`config.mk`:
```
export PLATFORM = sky130hd
export DESIGN_NAME = uart_rx_fifo
export DESIGN_NICKNAME = d
export VERILOG_FILES = /design/src/rtl/uart_rx_fifo.sv
export SDC_FILE = /design/constraint.sdc
export NUM_CORES = 1
export LEC_CHECK = 0
export CAP_MARGIN = 20
export CELL_PAD_IN_SITES_DETAIL_PLACEMENT = 1
export CELL_PAD_IN_SITES_GLOBAL_PLACEMENT = 1
export CORE_ASPECT_RATIO = 0.7
export CORE_UTILIZATION = 54
export CTS_BUF_LIST = sky130_fd_sc_hd__clkbuf_16
export DETAILED_ROUTE_END_ITERATION = 10
export PLACE_DENSITY = 0.89
export SYNTH_ARGS = -nofsm -noshare
export SYNTH_HDL_FRONTEND = slang
export SYNTH_SLANG_ARGS = --single-unit
export TNS_END_PERCENT = 10
```
`constraint.sdc`:
```
create_clock -name clkin -period 6.7 [get_ports clkin]
set_clock_uncertainty 0.2 [all_clocks]
set_input_delay 1.34 -clock clkin [delete_from_list [all_inputs] [get_ports clkin]]
set_output_delay 1.34 -clock clkin [all_outputs]
set_load 0.03 [all_outputs]
```
`src/rtl/uart_rx_fifo.sv`:
```
// 8N1 UART receiver with 16x oversampling, 3-sample majority vote and a
// registered-output receive FIFO with sticky overrun reporting.
module uart_rx_fifo #(
    parameter int unsigned CLK_HZ = 100000000,
    parameter int unsigned BAUD   = 115200,
    parameter int unsigned DEPTH  = 16
) (
    input  logic                   clkin,
    input  logic                   reset_n,
    input  logic                   uart_rxd,
    output logic [7:0]             m_tdata,
    output logic                   m_tvalid,
    input  logic                   m_tready,
    output logic                   frame_err,
    output logic                   overrun,
    input  logic                   clr_overrun,
    output logic [$clog2(DEPTH):0] fifo_count
);

    localparam int unsigned DIV   = CLK_HZ / (16 * BAUD);
    localparam int unsigned DIV_W = (DIV > 1) ? $clog2(DIV) : 1;
    localparam int unsigned AW    = $clog2(DEPTH);
    localparam int unsigned CW    = AW + 1;

    typedef enum logic [2:0] {
        S_IDLE,
        S_START,
        S_DATA,
        S_STOP,
        S_WAIT_HIGH
    } state_t;

    state_t           r_state, w_state_nxt;
    logic             r_sync1, r_sync2, r_rxs_d;
    logic [1:0]       r_settle;
    logic [DIV_W-1:0] r_div_cnt;
    logic [3:0]       r_tick_idx;
    logic             r_s7, r_s8, r_bit;
    logic [2:0]       r_bit_cnt, w_bit_cnt_nxt;
    logic [7:0]       r_shift, w_shift_nxt;
    logic             r_push, w_push_nxt, w_ferr_nxt;
    logic [7:0]       r_mem [DEPTH];
    logic [AW-1:0]    r_wr_ptr, r_rd_ptr, w_rd_ptr_nxt;
    logic [CW-1:0]    w_count_nxt;
    logic             w_rxs, w_fall, w_restart, w_tick, w_vote, w_bit_end, w_bit;
    logic             w_pop, w_full, w_wr_ok, w_overflow, w_bypass;

    assign w_rxs     = r_sync2;
    assign w_fall    = r_rxs_d & ~w_rxs;
    assign w_restart = (r_state == S_IDLE) & w_fall;
    assign w_tick    = (r_div_cnt == DIV_W'(DIV - 1));
    assign w_vote    = w_tick & (r_tick_idx == 4'd9);
    assign w_bit_end = w_tick & (r_tick_idx == 4'd15);
    assign w_bit     = (r_s7 & r_s8) | (r_s7 & w_rxs) | (r_s8 & w_rxs);

    // Synchronizer plus a short settle count so post-reset flop values are never taken as line state
    always_ff @(posedge clkin or negedge reset_n) begin
        if (!reset_n) begin
            r_sync1  <= 1'b1;
            r_sync2  <= 1'b1;
            r_rxs_d  <= 1'b1;
            r_settle <= 2'd0;
        end else begin
            r_sync1  <= uart_rxd;
            r_sync2  <= r_sync1;
            r_rxs_d  <= r_sync2;
            if (r_settle != 2'd3) r_settle <= r_settle + 2'd1;
        end
    end

    // Oversample timing and bit voting, realigned to every accepted start edge
    always_ff @(posedge clkin or negedge reset_n) begin
        if (!reset_n) begin
            r_div_cnt  <= '0;
            r_tick_idx <= '0;
            r_s7       <= 1'b1;
            r_s8       <= 1'b1;
            r_bit      <= 1'b1;
        end else begin
            if (w_restart) begin
                r_div_cnt  <= '0;
                r_tick_idx <= '0;
            end else if (w_tick) begin
                r_div_cnt  <= '0;
                r_tick_idx <= r_tick_idx + 4'd1;
            end else begin
                r_div_cnt  <= r_div_cnt + DIV_W'(1);
            end
            if (w_tick && r_tick_idx == 4'd7) r_s7 <= w_rxs;
            if (w_tick && r_tick_idx == 4'd8) r_s8 <= w_rxs;
            if (w_vote) r_bit <= w_bit;
        end
    end

    always_ff @(posedge clkin or negedge reset_n) begin
        if (!reset_n) begin
            r_state   <= S_WAIT_HIGH;
            r_bit_cnt <= '0;
            r_shift   <= '0;
            r_push    <= 1'b0;
            frame_err <= 1'b0;
        end else begin
            r_state   <= w_state_nxt;
            r_bit_cnt <= w_bit_cnt_nxt;
            r_shift   <= w_shift_nxt;
            r_push    <= w_push_nxt;
            frame_err <= w_ferr_nxt;
        end
    end

    // START/DATA act at the end of the bit; STOP acts on its vote so the next start edge is never missed
    always_comb begin
        w_state_nxt   = r_state;
        w_bit_cnt_nxt = r_bit_cnt;
        w_shift_nxt   = r_shift;
        w_push_nxt    = 1'b0;
        w_ferr_nxt    = 1'b0;
        case (r_state)
            S_IDLE: begin
                if (w_fall) w_state_nxt = S_START;
            end
            S_START: begin
                if (w_bit_end) begin
                    w_bit_cnt_nxt = '0;
                    w_state_nxt   = r_bit ? S_IDLE : S_DATA;
                end
            end
            S_DATA: begin
                if (w_bit_end) begin
                    w_shift_nxt   = {r_bit, r_shift[7:1]};
                    w_bit_cnt_nxt = r_bit_cnt + 3'd1;
                    if (r_bit_cnt == 3'd7) w_state_nxt = S_STOP;
                end
            end
            S_STOP: begin
                if (w_vote) begin
                    if (w_bit) begin
                        w_push_nxt  = 1'b1;
                        w_state_nxt = S_IDLE;
                    end else begin
                        w_ferr_nxt  = 1'b1;
                        w_state_nxt = S_WAIT_HIGH;
                    end
                end
            end
            S_WAIT_HIGH: begin
                if (w_rxs && r_settle == 2'd3) w_state_nxt = S_IDLE;
            end
            default: w_state_nxt = S_WAIT_HIGH;
        endcase
    end

    assign w_pop      = m_tvalid & m_tready;
    assign w_full     = (fifo_count == CW'(DEPTH));
    assign w_wr_ok    = r_push & (~w_full | w_pop);
    assign w_overflow = r_push & w_full & ~w_pop;

    always_comb begin
        w_rd_ptr_nxt = r_rd_ptr;
        w_count_nxt  = fifo_count;
        if (w_pop) w_rd_ptr_nxt = r_rd_ptr + AW'(1);
        if (w_wr_ok && !w_pop) w_count_nxt = fifo_count + CW'(1);
        else if (!w_wr_ok && w_pop) w_count_nxt = fifo_count - CW'(1);
    end

    // A byte written into the slot that becomes the head must bypass the array read
    assign w_bypass = w_wr_ok & (r_wr_ptr == w_rd_ptr_nxt);

    always_ff @(posedge clkin) begin
        if (w_wr_ok) r_mem[r_wr_ptr] <= r_shift;
    end

    always_ff @(posedge clkin or negedge reset_n) begin
        if (!reset_n) begin
            r_wr_ptr   <= '0;
            r_rd_ptr   <= '0;
            fifo_count <= '0;
            m_tvalid   <= 1'b0;
            m_tdata    <= '0;
            overrun    <= 1'b0;
        end else begin
            if (w_wr_ok) r_wr_ptr <= r_wr_ptr + AW'(1);
            r_rd_ptr   <= w_rd_ptr_nxt;
            fifo_count <= w_count_nxt;
            m_tvalid   <= (w_count_nxt != '0);
            if (w_count_nxt != '0) m_tdata <= w_bypass ? r_shift : r_mem[w_rd_ptr_nxt];
            if (w_overflow) overrun <= 1'b1;
            else if (clr_overrun) overrun <= 1'b0;
        end
    end

endmodule

```
* Word level (Yosys, flattened, before mapping) *
Memories as Yosys holds them, arrays and structs flattened. A register that Yosys moved wholly into a read port is not among the register bits.
Index checks and enable logic that the tools add are counted.

storage, ports and cells
  memories = 1
  RAM bits = 128
  input bits = 5
  output and inout port bits = 16
  logic and storage cells = 109
  register bits = 49

operators by class
  add/sub/neg operators = 8
  reduce and logical (&&, ||, !) cells = 16
  equal/unequal tests = 19
  bitwise operators = 17
  muxes and demuxes = 29

memories
  name   depth  bits a word  read ports  clocked after memory_dff  write ports  RTL line  text
  r_mem  16     8            1           1                         1            42        logic [7:0] r_mem [DEPTH];

operator list
  cell                   count
  $mux W3                9
  $pmux W3 S5            1
  $ne A2 B2 Y1 const B   7
  $add A4 B1 Y4 const B  3
  $eq A4 B4 Y1 const B   3
  $mux W4                3
  $mux W6                2
  $and A1 B1 Y1          11
  $mux W1                10
  $mux W5                2
  $add A6 B1 Y6 const B  1
  $eq A3 B2 Y1 const B   2
  $eq A3 B3 Y1 const B   2
  $eq A6 B6 Y1 const B   1
  $pmux W3 S2            1
  $reduce_and A6 Y1      1
  $reduce_bool A2 Y1     3
  $add A5 B1 Y5 const B  1
  $eq A5 B5 Y1 const B   1
  $logic_and A1 B1 Y1    5
  $reduce_bool A5 Y1     1
  $sub A5 B1 Y5 const B  1
  $eq A4 B3 Y1 const B   1
  $add A3 B1 Y3 const B  1
  other kinds (10)       16

* Longest topological paths before layout *
Gate-level depths: netlist of the first run.

  word-level depth = 9
  mapped depth = 10
  gate-level depth less buffers = 9

* Worst setup path after synthesis of the first run *
Ideal clock, no wire load.

  path kind = input -> register
  from = input port m_tready
  to = memory r_mem[3][0] (enable)
  setup time = 0.383 ns
  stages = 6
  setup slack = 3.380 ns
  required time = 6.117 ns
  buffers on the path = 2
  arrival time = 2.736 ns
  cell sequence = and2_1 buf_6 o21a_1 clkbuf_1 nand2_1 nor3_1

on the way
  longest elaborated chain between the ends = 5

ends and longest elaborated chain
  element                        RTL line  text
  from (decl)                    13        input logic m_tready,
  $and A1 B1 Y1                  153       assign w_pop = m_tvalid & m_tready;
  $or A1 B1 Y1                   155       assign w_wr_ok = r_push & (~w_full | w_pop);
  $and A1 B1 Y1                  155
  $mux W1                        170       if (w_wr_ok) r_mem[r_wr_ptr] <= r_shift;
  $mux W1 (implied by the code)  170
  to (decl)                      42

No other way between the ends.

* Worst setup path after layout of the first run *
  from = input port m_tready
  to = register m_tdata[7], read port of r_mem

on the way
  longest elaborated chain between the ends = 8
  elaborated cells between the ends (all ways) = 11
  classes of those cells = 3 x mux; 3 x bitwise; 5 x reduce/logical

ends and longest elaborated chain
  element              RTL line  text
  $and A1 B1 Y1 (*)    153
  $or A1 B1 Y1         155
  $and A1 B1 Y1        155
  $logic_not A1 Y1     163       else if (!w_wr_ok && w_pop) w_count_nxt = fifo_count - CW'(1);
  $logic_and A1 B1 Y1  163
  $mux W5              163
  $mux W5              162       if (w_wr_ok && !w_pop) w_count_nxt = fifo_count + CW'(1);
  $reduce_bool A5 Y1   186       if (w_count_nxt != '0) m_tdata <= w_bypass ? r_shift : r_mem[w_rd_ptr_nxt];
  to (decl)            11        output logic [7:0] m_tdata,

Mark *: on every way between the ends. The rest lies on a longest branch, timed or not.
A chain may end at the register's enable or synchronous reset.

==> results of run 1 <==
==> cell families after synthesis <==
group	Yosys count	share of synthesized area, %
compound gates	195	15.3
xor+xnor	21	2.22
fa+ha+maj	16	2.17
buf+inv	76	3.72
flops	185	57.9
mux	12	1.47
simple gates	303	17.3
==> cell type report <==
type	count	area, um^2	area share (%)
Clock buffer	18	450	4.51
Clock inverter	14	80.1	0.803
Inverter	15	56.3	0.564
Multi-Input combinational cell	547	3510	35.2
Sequential cell	185	5280	53.0
Tap cell	225	282	2.82
Timing Repair Buffer	33	313	3.13
==> stage by stage <==
stage / total power (uW) / hold slack (ns)
final: 2270 / 0.157
after global routing: 2330 / 0.165
after CTS: 2270 / 0.160
after detailed placement: 1350 / 0.147
after global placement: 1340 / 0.147
after floorplan: 1320 / 0.145
==> critical path: stages <==
cell and delay (ns):
clkdlybuf4s50_1 0.78, a21boi_0 0.20, nor2_2 0.13, buf_4 0.38, inv_1 0.51, buf_8 0.33, nor4_1 0.27, a311oi_1 0.08
a311oi_1 0.55, a211o_1 0.19, a2bb2oi_1 0.10
==> cell usage in the layout (no fill, tap or decap), types with 3 or more instances in the layout <==
cell type,n
a311oi_1,18
a31o_2,7
edfxtp_1,128
nor3_1,56
buf_4,8
o22ai_1,9
nand2_1,39
dfrtp_1,48
o21ai_0,22
nor2_1,83
clkinv_2,6
o211ai_1,18
buf_2,4
nand4_1,6
a2bb2oi_1,16
a21oi_1,21
dfstp_2,7
mux2_2,11
a211o_1,8
ha_1,15
nand4b_1,3
nand2b_1,51
o32a_1,8
nand3_1,20
a211oi_1,8
inv_1,14
o2111ai_1,8
o31ai_1,9
clkbuf_16,18
xnor2_1,14
nor4_1,8
a31oi_1,26
xor2_1,5
inv_4,3
nor2b_1,18
clkdlybuf4s50_1,19
o21ai_1,8
==> sequential cells by signal, indices dropped and copies added, names as in the netlist, 3 cells and up <==
register    flops
r_tick_idx      4
r_rd_ptr        4
r_mem         128
r_div_cnt       6
r_wr_ptr        4
r_shift         8
r_state         3
r_bit_cnt       3
m_tdata         8
fifo_count      5
==> layer usage <==
| layer | vias to the layer above | share of wire (%) |
|---|---|---|
| li1 | 3022 | - |
| met1 | 3538 | 39 |
| met2 | 395 | 49 |
| met3 | 79 | 8.5 |
| met4 | 0 | 3.4 |
| met5 | - | 0 |
==> path summary, 6_finish.rpt <==
check / cells after the start / from / slack, ns / to
worst max-delay path: 11 / m_tready / 1.92 / m_tdata[7]$_DFFE_PN0P_
worst min-delay path: 0 / r_sync1$_DFF_PN1_ / 0.16 / r_sync2$_DFF_PN1_
worst max register to register: 10 / r_rd_ptr[0]$_DFF_PN0_ / 2.85 / m_tdata[7]$_DFFE_PN0P_
worst min register to register: 0 / r_sync1$_DFF_PN1_ / 0.16 / r_sync2$_DFF_PN1_
max in group asynchronous: 2 / reset_n / 4.79 / r_rd_ptr[0]$_DFF_PN0_
min in group asynchronous: 2 / reset_n / 0.87 / r_tick_idx[0]$_DFFE_PN0P_
==> report_power, final <==
group	leakage, uW	switching [uW]	total, uW	internal (uW)
registers	0.00222	28.8	1260	1230
logic	0.00125	38.2	67.7	29.5
clock network	0.000274	445	936	491
total	0.00374	512	2270	1750
==> flow_summary_export.csv, run 1 <==
group,metric,value,unit
place,placed_cell_area,9420,um^2
grt,use_met3,7.97,%
final_layout,antenna_cells,0,
clock_network,cts.reportedPaths.clkPinSlew,0.07,ns
worst_setup_path,path_max_fanout,33,
clock_network,postCtsHoldBufs,0,
sta,finalHoldViolCount,0,
worst_setup_path,worstPathArrival,4.89,ns
power_and_ir_drop,peakVddDrop,191,uV
place,place_congestion,0.843,
synth,syn_inst,808,
worst_setup_path,start_kind,"input port",
final_layout,n_fill_cell,1690,
synth,yosys_register_bits,185,
place,placed_cells,1003,
synth,yosysTopAreaCellShare,42.2,%
synth,synthDistinctLibCells,60,
sta,rsz0062_at_grt,"no",
sta,max_freq,209,MHz
final_layout,final_net_count,819,
sta,maxSlewViolCount,0,
status,outcome,"finished, final reports clean",
synth,async_reset_ff_share,30.8,%
sta,finalSetupTns,0,ns
floorplanning,dieArea,17400,um^2
drt,ant_nets,0,
power_and_ir_drop,powerDensity,227,nW/um^2
clock_network,cts_setup_buffers,0,
clock_network,cts_made_buffers,17,
sta,worstMarginPinSlew,1.15,ns
synth,synth_edf_count,128,
worst_setup_path,cp-end-kind,"flop",
synth,synth_area,9110,um^2
grt,met2_usage,53.6,%
power_and_ir_drop,leakagePower,0.00374,uW
grt,antenna_found_initial,0,
clock_network,clock-sinks,185,
synth,ys_top_cells_by_area,"edfxtp_1, dfrtp_1, nand2b_1, nor2_1, nor3_1",
drt,num_vias,7034,
clock_network,clockBufferDepth,2,
flow_run,maxCapViolations,0,
clock_network,cts_tree,"yes",
final_layout,final_util,60.9,%
synth,synth_warnings,0,
floorplanning,io_pins,21,
final_layout,layout-drive-gt1-share,10.3,%
sta,finalCritPeriodShare,71.4,%
floorplanning,rows,39,
grt,grt_pass1_wl,42500,um
place,pre_cts_ws,1.62,ns
synth,synth-seq-area-share,57.9,%
worst_hold_path,worstHoldPathType,"flop to flop",
drt,wl_per_cell,26.7,um
synth,synth_commonest_cells,"edfxtp_1, nor2_1, nor3_1",
floorplanning,core,16400,um^2
drt,drc_errors,0,
clock_network,post_cts_resized,0,
sta,relSlewSlack,23.2,%
worst_setup_path,criticalPathCategory,"input port to flop",
final_layout,instances_no_fill,1037,
grt,top_usage_layer,"met2",
worst_setup_path,worstPathRequired,6.81,ns
sta,min_period,4.78,ns
clock_network,insertion_delay,0.44,ns
grt,grtUsageTotal,33.3,%
grt,overflow,0,
grt,grt_pass1_vias,7313,
drt,wirelength,27700,um
synth,yosysTopAreaCell,"edfxtp_1",
synth,synthesis.nets,828,
drt,first_pass_iters,5,
place,dp_hpwl,16600,um
final_layout,final_area,9980,um^2
floorplanning,die_w,157,um
sta,setup_viol,0,
final_layout,area_growth,9.47,%
place,io_buffers,20,
grt,grt_use_met1,42.6,%
grt,grt_max_degree,90,
drt,drt_iter0_markers,722,
sta,worst_slack,1.92,ns
drt,via_per_inst,6.78,
floorplanning,dieHeight,111,um
synth,syn_area_per_cell,11.3,um^2
synth,ys.flop_type,"edfxtp_1",
synth,synthMostInstantiatedCell,"edfxtp_1",
floorplanning,start_util,55.6,%
clock_network,htreeDepth,4,
clock_network,cts_root_buf,"clkbuf_16",
Power figures use the tool's default switching activity.
==> inputs of run 2 (changes only) <==
--- a/config.mk
+++ b/config.mk
@@ -9,10 +9,10 @@
 export CELL_PAD_IN_SITES_DETAIL_PLACEMENT = 1
 export CELL_PAD_IN_SITES_GLOBAL_PLACEMENT = 1
 export CORE_ASPECT_RATIO = 0.7
-export CORE_UTILIZATION = 54
+export CORE_UTILIZATION = 46
 export CTS_BUF_LIST = sky130_fd_sc_hd__clkbuf_16
 export DETAILED_ROUTE_END_ITERATION = 10
-export PLACE_DENSITY = 0.89
+export PLACE_DENSITY = 0.81
 export SYNTH_ARGS = -nofsm -noshare
 export SYNTH_HDL_FRONTEND = slang
 export SYNTH_SLANG_ARGS = --single-unit
==> constraint.sdc (replaced) <==
create_clock -name clkin -period 4.3 [get_ports clkin]
set_clock_uncertainty 0.2 [all_clocks]
set_input_delay 0.86 -clock clkin [delete_from_list [all_inputs] [get_ports clkin]]
set_output_delay 0.86 -clock clkin [all_outputs]
set_load 0.03 [all_outputs]
==> flow_summary_export.csv, run 2 (synthesized netlist as in run 1, its figures left out) <==
group,metric,value,unit
power_and_ir_drop,combPwrFrac,2.9,%
floorplanning,dieHeight,120,um
final_layout,final_area,10200,um^2
sta,min_period,3.77,ns
drt,first_pass_iters,5,
worst_setup_path,start_kind,"flop",
grt,grt_max_degree,89,
drt,via_per_inst,6.26,
clock_network,postCtsHoldBufs,0,
place,place_congestion,0.867,
power_and_ir_drop,peakVddDrop,234,uV
worst_hold_path,worstHoldPathType,"input port to asynchronous set/reset pin",
clock_network,cts_root_buf,"clkbuf_16",
status,outcome,"finished, final reports clean",
final_layout,area_growth,12.2,%
sta,finalCritPeriodShare,87.7,%
power_and_ir_drop,switchingPower,822,uW
clock_network,clockBufferDepth,2,
sta,finalSetupTns,0,ns
final_layout,largestRegisters,"r_mem (128), m_tdata (8), r_shift (8)",
place,dp_hpwl,16600,um
drt,num_vias,6847,
floorplanning,dieArea,20400,um^2
power_and_ir_drop,total_power,3660,uW
worst_setup_path,cp-end-kind,"flop",
final_layout,regMostFlops,"r_mem",
place,io_buffers,20,
floorplanning,rows,42,
power_and_ir_drop,clkPwrFrac,43.5,%
power_and_ir_drop,power.internal,2840,uW
grt,overflow,0,
final_layout,final_net_count,836,
floorplanning,io_pins,21,
final_layout,most-common-layout-cells,"edfxtp_1, nor2_1, nor3_1",
grt,grt_pass1_wl,41200,um
floorplanning,core,19100,um^2
grt,antenna_found_initial,0,
clock_network,cts_setup_buffers,0,
worst_setup_path,path_max_fanout,59,
worst_setup_path,worstPathRequired,4.43,ns
place,pre_cts_ws,0.323,ns
sta,timing.hold.ws,0.0835,ns
clock_network,htreeDepth,4,
clock_network,cts_tree,"yes",
sta,worstMarginPinSlew,1.01,ns
sta,max_freq,265,MHz
sta,rsz0062_at_grt,"no",
sta,relSlewSlack,32.4,%
floorplanning,die_w,170,um
grt,grtUsageTotal,27.1,%
power_and_ir_drop,leakagePower,0.00386,uW
clock_network,clock-sinks,185,
drt,wl_per_cell,24.0,um
sta,finalHoldViolCount,0,
drt,drc_errors,0,
final_layout,antenna_cells,0,
power_and_ir_drop,powerDensity,358,nW/um^2
clock_network,cts.reportedPaths.clkPinSlew,0.07,ns
worst_setup_path,worstPathArrival,3.90,ns
clock_network,cts_made_buffers,17,
final_layout,largest_reg_flops,128,
power_and_ir_drop,power_frac_seq,53.6,%
drt,ant_nets,0,
grt,grt_pass1_vias,7196,
place,placed_cell_area,9620,um^2
floorplanning,start_util,47.7,%
worst_setup_path,criticalPathCategory,"flop to flop",
clock_network,post_cts_resized,0,
sta,setup_viol,0,
flow_run,maxCapViolations,0,
clock_network,insertion_delay,0.45,ns
final_layout,final_common_cell,"edfxtp_1",
sta,maxSlewViolCount,0,
drt,drt_iter0_markers,591,
power_and_ir_drop,netSwitchingFraction,22.4,%
final_layout,layout-drive-gt1-share,12.2,%
sta,worst_slack,0.527,ns
drt,wirelength,26200,um
## run 2: cell count changes in the layout (fill, tap and decap cells not counted), sizes merged
cell,previous run,this run
clkbuf,18,19
clkinv,7,9
buf,14,31
inv,20,18
bufinv,0,1
clkinvlp,2,0
## run 2: per-layer routing
layer	routed length, um	global-route usage, %
met3	1590	4.42
met2	12600	44.2
met1	11500	36.5
met5	0	0
met4	534	10.4
## run 2: power groups by stage
stage / clock [uW] / combinational (uW) / sequential, uW
3_5_place_dp: 0 / 108 / 2000
6_report: 1590 / 107 / 1960
3_3_place_gp: 0 / 93.6 / 2000
5_1_grt: 1660 / 127 / 1970
4_1_cts: 1600 / 108 / 1960
2_1_floorplan: 0 / 74.5 / 1990
## run 2: cell type report
class | instances | area, um^2
clock buffers | 19 | 475
repair buffers | 50 | 458
inverters | 15 | 56.3
flip-flops and latches | 185 | 5280
clock inverters | 13 | 116
fillers | 2031 | 8900
well taps | 264 | 330
multi-input cells | 547 | 3510
## run 2: metrics by stage
step                util (%)  cells
floorplan                  -    808
global placement        50.3   1060
detailed placement      50.3   1060
CTS                     53.4   1092
global route            53.5   1093
finish                  53.5   1093
## run 2: critical path, cell delays in order (launching register included)
cell and delay (ns):
dfrtp_4 0.71, ha_1 0.43, clkinv_1 0.79, a31oi_1 0.61, o21ai_0 0.17, a311oi_1 0.50
a211o_1 0.17, a2bb2oi_1 0.06
## run 2: path summary, 6_finish.rpt
| check | endpoint | cells past startpoint | from | slack (ns) |
|---|---|---|---|---|
| worst max-delay path | m_tdata[0]$_DFFE_PN0P_ | 7 | r_rd_ptr[0]$_DFF_PN0_ | 0.53 |
| worst min-delay path | r_wr_ptr[3]$_DFFE_PN0P_ | 1 | reset_n | 0.08 |
| worst max register to register | m_tdata[0]$_DFFE_PN0P_ | 7 | r_rd_ptr[0]$_DFF_PN0_ | 0.53 |
| worst min register to register | r_sync2$_DFF_PN1_ | 0 | r_sync1$_DFF_PN1_ | 0.16 |
| max in group asynchronous | r_s8$_DFFE_PN1P_ | 2 | reset_n | 3.28 |
| min in group clkin | r_sync2$_DFF_PN1_ | 0 | r_sync1$_DFF_PN1_ | 0.16 |
==> inputs of run 3 (changes only) <==
--- a/config.mk
+++ b/config.mk
@@ -11,7 +11,9 @@
 export CORE_ASPECT_RATIO = 0.7
 export CORE_UTILIZATION = 46
 export CTS_BUF_LIST = sky130_fd_sc_hd__clkbuf_16
+export CTS_CLUSTER_SIZE = 25
 export DETAILED_ROUTE_END_ITERATION = 10
+export HOLD_SLACK_MARGIN = 0.03
 export PLACE_DENSITY = 0.81
 export SYNTH_ARGS = -nofsm -noshare
 export SYNTH_HDL_FRONTEND = slang
==> results of run 3 <==
The final DEF is identical to that of run 2; final timing and power are the same.
==> RTL change: new RTL, settings of run 2 <==
Make the reset (`reset_n`) synchronous in 4 clocked blocks.
--- a/src/rtl/uart_rx_fifo.sv
+++ b/src/rtl/uart_rx_fifo.sv
@@ -56,3 +56,3 @@
     // Synchronizer plus a short settle count so post-reset flop values are never taken as line state
-    always_ff @(posedge clkin or negedge reset_n) begin
+    always_ff @(posedge clkin) begin
         if (!reset_n) begin
@@ -71,3 +71,3 @@
     // Oversample timing and bit voting, realigned to every accepted start edge
-    always_ff @(posedge clkin or negedge reset_n) begin
+    always_ff @(posedge clkin) begin
         if (!reset_n) begin
@@ -94,3 +94,3 @@
 
-    always_ff @(posedge clkin or negedge reset_n) begin
+    always_ff @(posedge clkin) begin
         if (!reset_n) begin
@@ -172,3 +172,3 @@
 
-    always_ff @(posedge clkin or negedge reset_n) begin
+    always_ff @(posedge clkin) begin
         if (!reset_n) begin
Check against the original RTL: no difference found for any inputs over 10 cycles, from zero or initial values and one cycle with reset_n low; that may be too few to reach the edited logic, so the function may still have changed.
==> RTL change against run 2 <==
  * Global-route usage decreased by 4.4 points
  * Worst setup slack improved by 210 ps
  * Synthesized area decreased by 13%
  * Sequential cell count unchanged
  * Critical path type is now in2reg
  * First-iteration DRC count decreased by 45%
  * Routed wire length decreased by 28%
  * Final area decreased by 11%
Power is not compared: it rests on default switching activity, and its combinational part moved more than twofold at a synthesized area within 25%.
==> RTL change: results (changes against run 2) <==
metric,value,unit,change
finalCriticalPeriod,3560,ps,-211 ps
worstPathMaxFanout,17,,-71%
worst_slew_pin_slew,1090,ps,+78.0 ps
multi_input_cells,347,,-37%
clock_area_share,6.63,%,+0.85 points
synth_top_cells_by_area,"edfxtp_1 49%, dfxtp_1 14%, mux4_2 8.0%",,
critPathTopFamily,multiplexers,,
synthArstFlopShare,0,%,-31 points
outcome,"finished, final reports clean",,
r2r-end,m_tdata[0],,
synth_compound_area_share,7.33,%,-7.9 points
layout.nets,630,,-25%
hpwl,12400,µm,-25%
grtUsageMet1,31.0,%,-5.6 points
muxShareOfSynthArea,11.0,%,+9.5 points
gp_congestion,0.826,,-4.8%
inv_count,14,,-1
syn_to_final_growth,14.8,%,
cts_hold_buf,0,,unchanged
pre_cts_ws,301,ps,-22.0 ps
reg2reg_slack,790,ps,+260 ps
first_iter_violations,324,,-45%
wl,18800,µm,-28%
reg2reg_depth,8,,+1
fp-row-count,39,,-7.1%
slowest_delay,750,ps,-40 ps
fillers,1636,,-19%
arrival,3690,ps,-210 ps
critPathSlowestCell,xnor2_4,,
drive_above_1_share,16.1,%,+3.9 points
cts_resized,0,,unchanged
globalRouteMet2Util,35.9,%,-8.3 points
globalRouteMet3Util,5.85,%,+1.4 points
dpl.cell_count,816,,-23%
critical_path.startpoint,m_tready,,
synth_nets,597,,-28%
grt_pass1_vias,5187,,-28%
ys_seq_area_share,62.9,%,+5.0 points
buffer_area_share,4.54,%,+0.065 points
placed_cell_area,0.00849,mm²,-12%
clkbuf_count,17,,-2
synthXorXnorAreaFrac,3.11,%,+0.89 points
grtUsageTotal,22.7,%,-4.4 points
whs,221,ps,+138 ps
yosysUniqueCellTypes,58,,-3.3%
grt_start_max_net_pins,34,,-62%
detail_route.vias_per_cell,5.81,,-7.3%
grt_pass1_wl,30000,µm,-27%
==> RTL change: cell count changes in the layout (fill, tap and decap cells not counted), moves of 10 or more <==
cell	change
nor2_1	-47
a2bb2oi_1	-16
and2_1	+13
nand2b_1	-39
a31oi_1	-20
nor3_1	-45
dfrtp_1	-48
mux4_2	+28
nand3_1	-10
dfxtp_1	+57
a311oi_1	-18
mux2i_1	+14
==> RTL change: metal layers <==
| layer | wire, µm | vias to the layer above |
|---|---|---|
| met5 | 0 | - |
| met3 | 1030 | 21 |
| met4 | 204 | 0 |
| met2 | 8940 | 122 |
| met1 | 8610 | 2553 |
| li1 | - | 2228 |
==> RTL change: power breakdown <==
part | leakage, nW | total (W) | internal [W] | switching, W
Sequential | 1.65 | 0.00204 | 0.00194 | 0.0000924
Clock | 0.288 | 0.00158 | 0.000832 | 0.000751
Combinational | 1.14 | 0.00116 | 0.000547 | 0.000616
Total | 3.08 | 0.00478 | 0.00332 | 0.00146
